File: src/rtl/serial_operand_feeder.sv
// rtl/serial_operand_feeder.sv - MSB-first serial operand framer with IDLE/SHIFT/GAP sequencing
// Build option SERIAL_OPERAND_FIFO_EN: FIFO_DEPTH-entry pair FIFO; otherwise a single holding register.
module serial_operand_feeder #(
  parameter int WIDTH      = 2,
  parameter int GAP        = 5,
  parameter int FIFO_DEPTH = 4
) (
  input  logic             clk,
  input  logic             rst,
  input  logic             in_valid,
  output logic             in_ready,
  input  logic [WIDTH-1:0] in_a,
  input  logic [WIDTH-1:0] in_b,
  output logic             ser_en,
  output logic             ser_a,
  output logic             ser_b,
  output logic             busy,
  output logic             frame_done
);

  localparam int CNT_MAX = (WIDTH > GAP) ? WIDTH : GAP;
  localparam int CW      = $clog2(CNT_MAX + 1);
  localparam int OW      = $clog2(FIFO_DEPTH + 1);

  typedef enum logic [1:0] {
    S_IDLE  = 2'd0,
    S_SHIFT = 2'd1,
    S_GAP   = 2'd2
  } state_t;

  state_t           r_state;
  state_t           w_state_nxt;
  logic [CW-1:0]    r_cnt;
  logic [CW-1:0]    w_cnt_nxt;
  logic [WIDTH-1:0] r_sh_a;
  logic [WIDTH-1:0] r_sh_b;
  logic [OW-1:0]    r_count;
  logic [WIDTH-1:0] w_head_a;
  logic [WIDTH-1:0] w_head_b;
  logic             w_push;
  logic             w_pop;
  logic             w_empty;
  logic             w_last_shift;
  logic             w_last_gap;

  assign w_empty      = (r_count == '0);
  assign w_push       = in_valid && in_ready && !rst;
  assign w_last_shift = (r_state == S_SHIFT) && (r_cnt == CW'(WIDTH - 1));
  assign w_last_gap   = (r_state == S_GAP) && (r_cnt == CW'(GAP - 1));
  // Popping in the last GAP cycle keeps back-to-back frames exactly WIDTH+GAP apart.
  assign w_pop        = !rst && !w_empty && ((r_state == S_IDLE) || w_last_gap);

`ifdef SERIAL_OPERAND_FIFO_EN
  localparam int AW = (FIFO_DEPTH > 1) ? $clog2(FIFO_DEPTH) : 1;

  logic [WIDTH-1:0] r_mem_a [FIFO_DEPTH];
  logic [WIDTH-1:0] r_mem_b [FIFO_DEPTH];
  logic [AW-1:0]    r_wptr;
  logic [AW-1:0]    r_rptr;

  assign in_ready = (r_count != OW'(FIFO_DEPTH));
  assign w_head_a = r_mem_a[r_rptr];
  assign w_head_b = r_mem_b[r_rptr];

  always_ff @(posedge clk) begin
    if (w_push) begin
      r_mem_a[r_wptr] <= in_a;
      r_mem_b[r_wptr] <= in_b;
    end
  end

  always_ff @(posedge clk) begin
    if (rst) begin
      r_wptr  <= '0;
      r_rptr  <= '0;
      r_count <= '0;
    end else begin
      if (w_push) begin
        r_wptr <= (r_wptr == AW'(FIFO_DEPTH - 1)) ? '0 : r_wptr + 1'b1;
      end
      if (w_pop) begin
        r_rptr <= (r_rptr == AW'(FIFO_DEPTH - 1)) ? '0 : r_rptr + 1'b1;
      end
      case ({w_push, w_pop})
        2'b10:   r_count <= r_count + 1'b1;
        2'b01:   r_count <= r_count - 1'b1;
        default: r_count <= r_count;
      endcase
    end
  end
`else
  logic [WIDTH-1:0] r_hold_a;
  logic [WIDTH-1:0] r_hold_b;
  logic             w_hold_valid;

  // A push needs an empty register, so push and pop never share an edge here.
  assign w_hold_valid = !w_empty;
  assign in_ready     = !w_hold_valid;
  assign w_head_a     = r_hold_a;
  assign w_head_b     = r_hold_b;

  always_ff @(posedge clk) begin
    if (rst) begin
      r_hold_a <= '0;
      r_hold_b <= '0;
      r_count  <= '0;
    end else if (w_push) begin
      r_hold_a <= in_a;
      r_hold_b <= in_b;
      r_count  <= OW'(1);
    end else if (w_pop) begin
      r_count  <= '0;
    end
  end
`endif

  always_ff @(posedge clk) begin
    if (rst) begin
      r_state <= S_IDLE;
      r_cnt   <= '0;
    end else begin
      r_state <= w_state_nxt;
      r_cnt   <= w_cnt_nxt;
    end
  end

  always_ff @(posedge clk) begin
    if (rst) begin
      r_sh_a <= '0;
      r_sh_b <= '0;
    end else if (w_pop) begin
      r_sh_a <= w_head_a;
      r_sh_b <= w_head_b;
    end else if (r_state == S_SHIFT) begin
      r_sh_a <= r_sh_a << 1;
      r_sh_b <= r_sh_b << 1;
    end
  end

  always_comb begin
    w_state_nxt = r_state;
    w_cnt_nxt   = r_cnt;
    ser_en      = 1'b0;
    ser_a       = 1'b0;
    ser_b       = 1'b0;
    busy        = (r_state != S_IDLE);
    frame_done  = 1'b0;
    case (r_state)
      S_IDLE: begin
        if (w_pop) begin
          w_state_nxt = S_SHIFT;
          w_cnt_nxt   = '0;
        end
      end
      S_SHIFT: begin
        ser_en = (r_cnt == '0);
        ser_a  = r_sh_a[WIDTH-1];
        ser_b  = r_sh_b[WIDTH-1];
        if (w_last_shift) begin
          w_state_nxt = S_GAP;
          w_cnt_nxt   = '0;
        end else begin
          w_cnt_nxt = r_cnt + 1'b1;
        end
      end
      S_GAP: begin
        frame_done = w_last_gap;
        if (w_last_gap) begin
          w_state_nxt = w_pop ? S_SHIFT : S_IDLE;
          w_cnt_nxt   = '0;
        end else begin
          w_cnt_nxt = r_cnt + 1'b1;
        end
      end
      default: begin
        w_state_nxt = S_IDLE;
        w_cnt_nxt   = '0;
      end
    endcase
  end

endmodule

File: config.mk
export PLATFORM = sky130hd
export DESIGN_NAME = serial_operand_feeder
export DESIGN_NICKNAME = d
export VERILOG_FILES = /design/src/rtl/serial_operand_feeder.sv
export SDC_FILE = /design/constraint.sdc
export NUM_CORES = 1
export LEC_CHECK = 0
export ABC_AREA = 1
export CAP_MARGIN = 20
export CORE_MARGIN = 1
export CORE_UTILIZATION = 37
export CTS_BUF_LIST = sky130_fd_sc_hd__clkbuf_8
export DETAILED_ROUTE_END_ITERATION = 8
export DONT_BUFFER_PORTS = 1
export GPL_TIMING_DRIVEN = 0
export SLEW_MARGIN = 25
export SYNTH_ARGS = -nofsm -noshare
export SYNTH_HDL_FRONTEND = slang
export SYNTH_SLANG_ARGS = --single-unit
export TNS_END_PERCENT = 10
File: constraint.sdc
create_clock -name clk -period 3.01 [get_ports clk]
set_input_delay 0.4515 -clock clk [delete_from_list [all_inputs] [get_ports clk]]
set_output_delay 0.4515 -clock clk [all_outputs]
set_load 0.03 [all_outputs]
---- Yosys cells after proc, flatten, opt, wreduce, memory -nomap -nowiden ----
Cells that the tools add are included.
word-level totals
  register bits after elaboration ......... 14
  input port bits ......................... 7
  logic and storage cells ................. 50
operators by class
  add/subtract/negate cells ............... 1
  equality and inequality tests ........... 7
  mux-type cells .......................... 19
  reduce and logical (&&, ||, !) cells .... 16
operator list
  kind                                                             count
  2-bit two-way mux                                                7
  3-bit two-way mux                                                3
  3-bit case mux with 3 select lines                               1
  1-bit two-way mux                                                7
  1-bit logical AND                                                6
  3-bit zero test                                                  2
  2-bit inequality test, second input constant                     3
  2-bit case mux with 3 select lines                               1
  2-bit nonzero test                                               3
  3-bit by 1-bit adder with 3-bit output, second input constant    1
  3-bit by 1-bit == test with 1-bit output, second input constant  1
  3-bit == test, second input constant                             1
  3-bit AND reduction                                              1
  2-bit by 1-bit == test with 1-bit output, second input constant  1
  2-bit == test, second input constant                             1
  1-bit zero test                                                  2
  2-bit zero test                                                  1
  1-bit logical OR                                                 1

---- Depth between registers and ports, before layout ----
  depth in word-level cells ............... 7
  gate-level depth with buffers ........... 9
  gate-level depth less buffers ........... 9

---- Worst setup path before layout ----
Ideal clock, no wire load.
  kind .................................... flip-flop to output port
  start ................................... register r_state[1]
  end ..................................... output port ser_en
  data arrival time ....................... 1,113 ps
  required time ........................... 2,558 ps
  path slack .............................. 1,446 ps
  cell stages (with the launch flop) ...... 6
  path buffers ............................ 1
  path through ............................ dfxtp_1 -> inv_1 -> ha_1 -> buf_2 -> nand2_1 -> nor2_1
on the way
  word-level cells in the longest chain between the ends .. 2
ends and longest elaborated chain
  item                                      RTL line  text
  start, declared                           31        state_t r_state;
  start signal, assigned                    122       r_state <= w_state_nxt;
  2-bit by 1-bit == test with 1-bit output  148       case (r_state)
  1-bit two-way mux                         148
  end, declared                             14        output logic ser_en,
No other way between the ends.

---- Worst setup path in the final report ----
Ends and elaborated chain as after synthesis.

==> results.tsv <==
metric	value	unit
post_drt_wl_per_cell	10.5	microns
cts.htree.levels	1	
layout_commonest_cell	nand2_1	
powerDensity	779	nW/um^2
yosysSeqAreaShare	36.1	%
num_antenna_cells	0	
whs_path_depth	2	
required	2.56	ns
status	finished clean	
clk_path_buf_depth	2	
clk_latency	0.24	ns
cts_buffers	3	
clock-sinks	14	
tritoncts	done	
tns	0	ns
cts.reportedPaths.clkPinSlew	0.06	ns
drive_above_1_share	15.6	%
r2r_slack	1.56	ns
die_h	47.8	microns
io_pins	13	
fin_nets	125	
placed_area	811	sq um
synthCells	106	
grt_pass1_vias	560	
track_usage	14.7	%
worstPathMaxFanout	8	
post-route-util	43.4	%
vdd_drop_max	0.255	mV
p_int	0.000384	W
power_switching	0.000280	W
worst_ep_arrival_time	1.47	ns
finClkSkew	0.00117	ns
synth.area.mux_share	0	%
synth_xor_area_share	0	%
wl_met1	746	microns
register_area	280	sq um
setup_viol	0	
hold_viol	0	
fill_cells	237	
clk_root_buffer_cell	clkbuf_8	
post_cts_buffers	0	
slew_headroom	63.9	%
ant_nets	0	
fmax	520	MHz
synth_top_family_by_area	simple AND/OR/NAND/NOR gates	
dieWidth	47.8	microns
vias	633	
syn2layout_area_growth	9.66	%
routed_wl	1.42	mm
reg2regPathDepth	7	
grt_pass1_wl	2.30	mm
ys_ff_latch	14	
core	1960	sq um
yosysWarnings	0	
worstSetupStartpointType	flip-flop	
rsz0062_at_grt	no	
p_leak	0.377	nW
power_frac_clock	23.5	%
io_buffers	0	
die_area	2290	sq um
wl_met3	35	microns
worstHoldPathType	primary input to flip-flop	
viasPerCell	4.65	
switching_share	42.2	%
multi_input_area	412	sq um
cts_resized	0	
drv_cap	0	
antenna_found_initial	0	
top_layer	met4	
core.rowCount	16	
fin_crit_sh	63.9	%
synth_nets	120	
wl_met2	626	microns
combinationalPowerShare	42.1	%
first_pass_iters	4	
yosys.area_share.simple	30.0	%
layout_min_cycle_time	1.92	ns
place_hpwl	1.09	mm
endpoint_kind	output pin	
start_util	39.6	%
fin_area	852	sq um
drt_iter0_drc	13	
grt_max_degree	10	
synth_compound_area_share	11.8	%
gp_congestion	0.709	
syn_area_per_cell	7.33	sq um
path_class	flip-flop to output pin	
hold_buffers	0	
seq_power_share	34.4	%
synth_area	777	sq um
synth_fa_ha_area_share	11.3	%
worst_pin_slew	0.539	ns
ys_types	22	
drv_slew	0	
grt_overflow_total	0	
post-route-drc-count	0	
final_cell_mix	29 x nand2_1, 14 x dfxtp_1, 13 x inv_1	
-- sequential cells by signal, summed over array words and instances (netlist names) --
| register | cells |
|---|---|
| r_state | 2 |
| r_count | 1 |
| r_cnt | 3 |
| r_sh_a | 2 |
| r_hold_a | 2 |
| r_sh_b | 2 |
| r_hold_b | 2 |
-- worst paths after layout --
kind                            start                       end
max           r_state[1]$_SDFFE_PP0P_                    ser_en
min                           in_b[1]  r_hold_b[1]$_SDFFE_PP0P_
max reg2reg   r_state[0]$_SDFFE_PP0P_    r_sh_b[1]$_SDFFE_PP0P_
min reg2reg  r_hold_b[0]$_SDFFE_PP0P_    r_sh_b[0]$_SDFFE_PP0P_
-- power by group through the flow --
| stage | Sequential, W | Combinational [W] | Clock, W |
|---|---|---|---|
| final | 0.000229 | 0.000279 | 0.000156 |
| after global routing | 0.000232 | 0.000319 | 0.000168 |
| after CTS | 0.000229 | 0.000284 | 0.000157 |
| after detailed placement | 0.000233 | 0.000283 | 0 |
| after global placement | 0.000231 | 0.000281 | 0 |
| after floorplan | 0.000227 | 0.000242 | 0 |
-- cell type report --
| cell class | count | area share, % |
|---|---|---|
| multi-input combinational | 73 | 48.3 |
| sequential | 14 | 32.9 |
| inverter | 17 | 8.08 |
| clock buffer | 3 | 4.85 |
| tap | 27 | 3.96 |
| buffer | 2 | 1.91 |
-- cells by family (layout without fill, tap and decap cells) --
family | Yosys count | in the layout
AO/OA/AOI/OAI | 17 | 17
adder cells (fa/ha/maj) | 7 | 7
buffers and inverters | 19 | 22
flip-flops | 14 | 14
AND/OR/NAND/NOR | 49 | 49
-- synthesized netlist by cell type, drive strengths merged --
cell	count	area, sq um
ha	7	87.6
nor2	5	31.3
o21ai	7	35.0
a21oi	7	35.0
nand2	33	139
nor3	1	5.00
nand4	2	12.5
buf	2	16.3
inv	17	68.8
o22ai	1	6.26
nand3	8	45.0
dfxtp	14	280
o31ai	2	15.0
-- stage by stage --
stage                     hold WS (ns)  instances  setup WS, ns  total power, W
after floorplan                  0.437        106          1.45        0.000469
after global placement           0.449        133          1.35        0.000512
after detailed placement         0.454        133          1.35        0.000516
after CTS                        0.318        136          1.08        0.000670
after global routing             0.326        136         0.977        0.000719
final                            0.320        136          1.09        0.000664
-- routing by layer --
| layer | GRT usage [%] | up-vias |
|---|---|---|
| met3 | 4.91 | 2 |
| met2 | 21.9 | 12 |
| met1 | 19.3 | 271 |
| met4 | 6.67 | 0 |
| met5 | 0 | - |
| li1 | - | 348 |
-- worst max-delay path, stage by stage (launching register included) --
cell     delay (ns)
dfxtp_1        0.34
inv_1          0.09
ha_1           0.13
buf_2          0.18
nand2_1        0.06
nor2_1         0.42
Note: power is estimated with default switching activity, not from simulation.
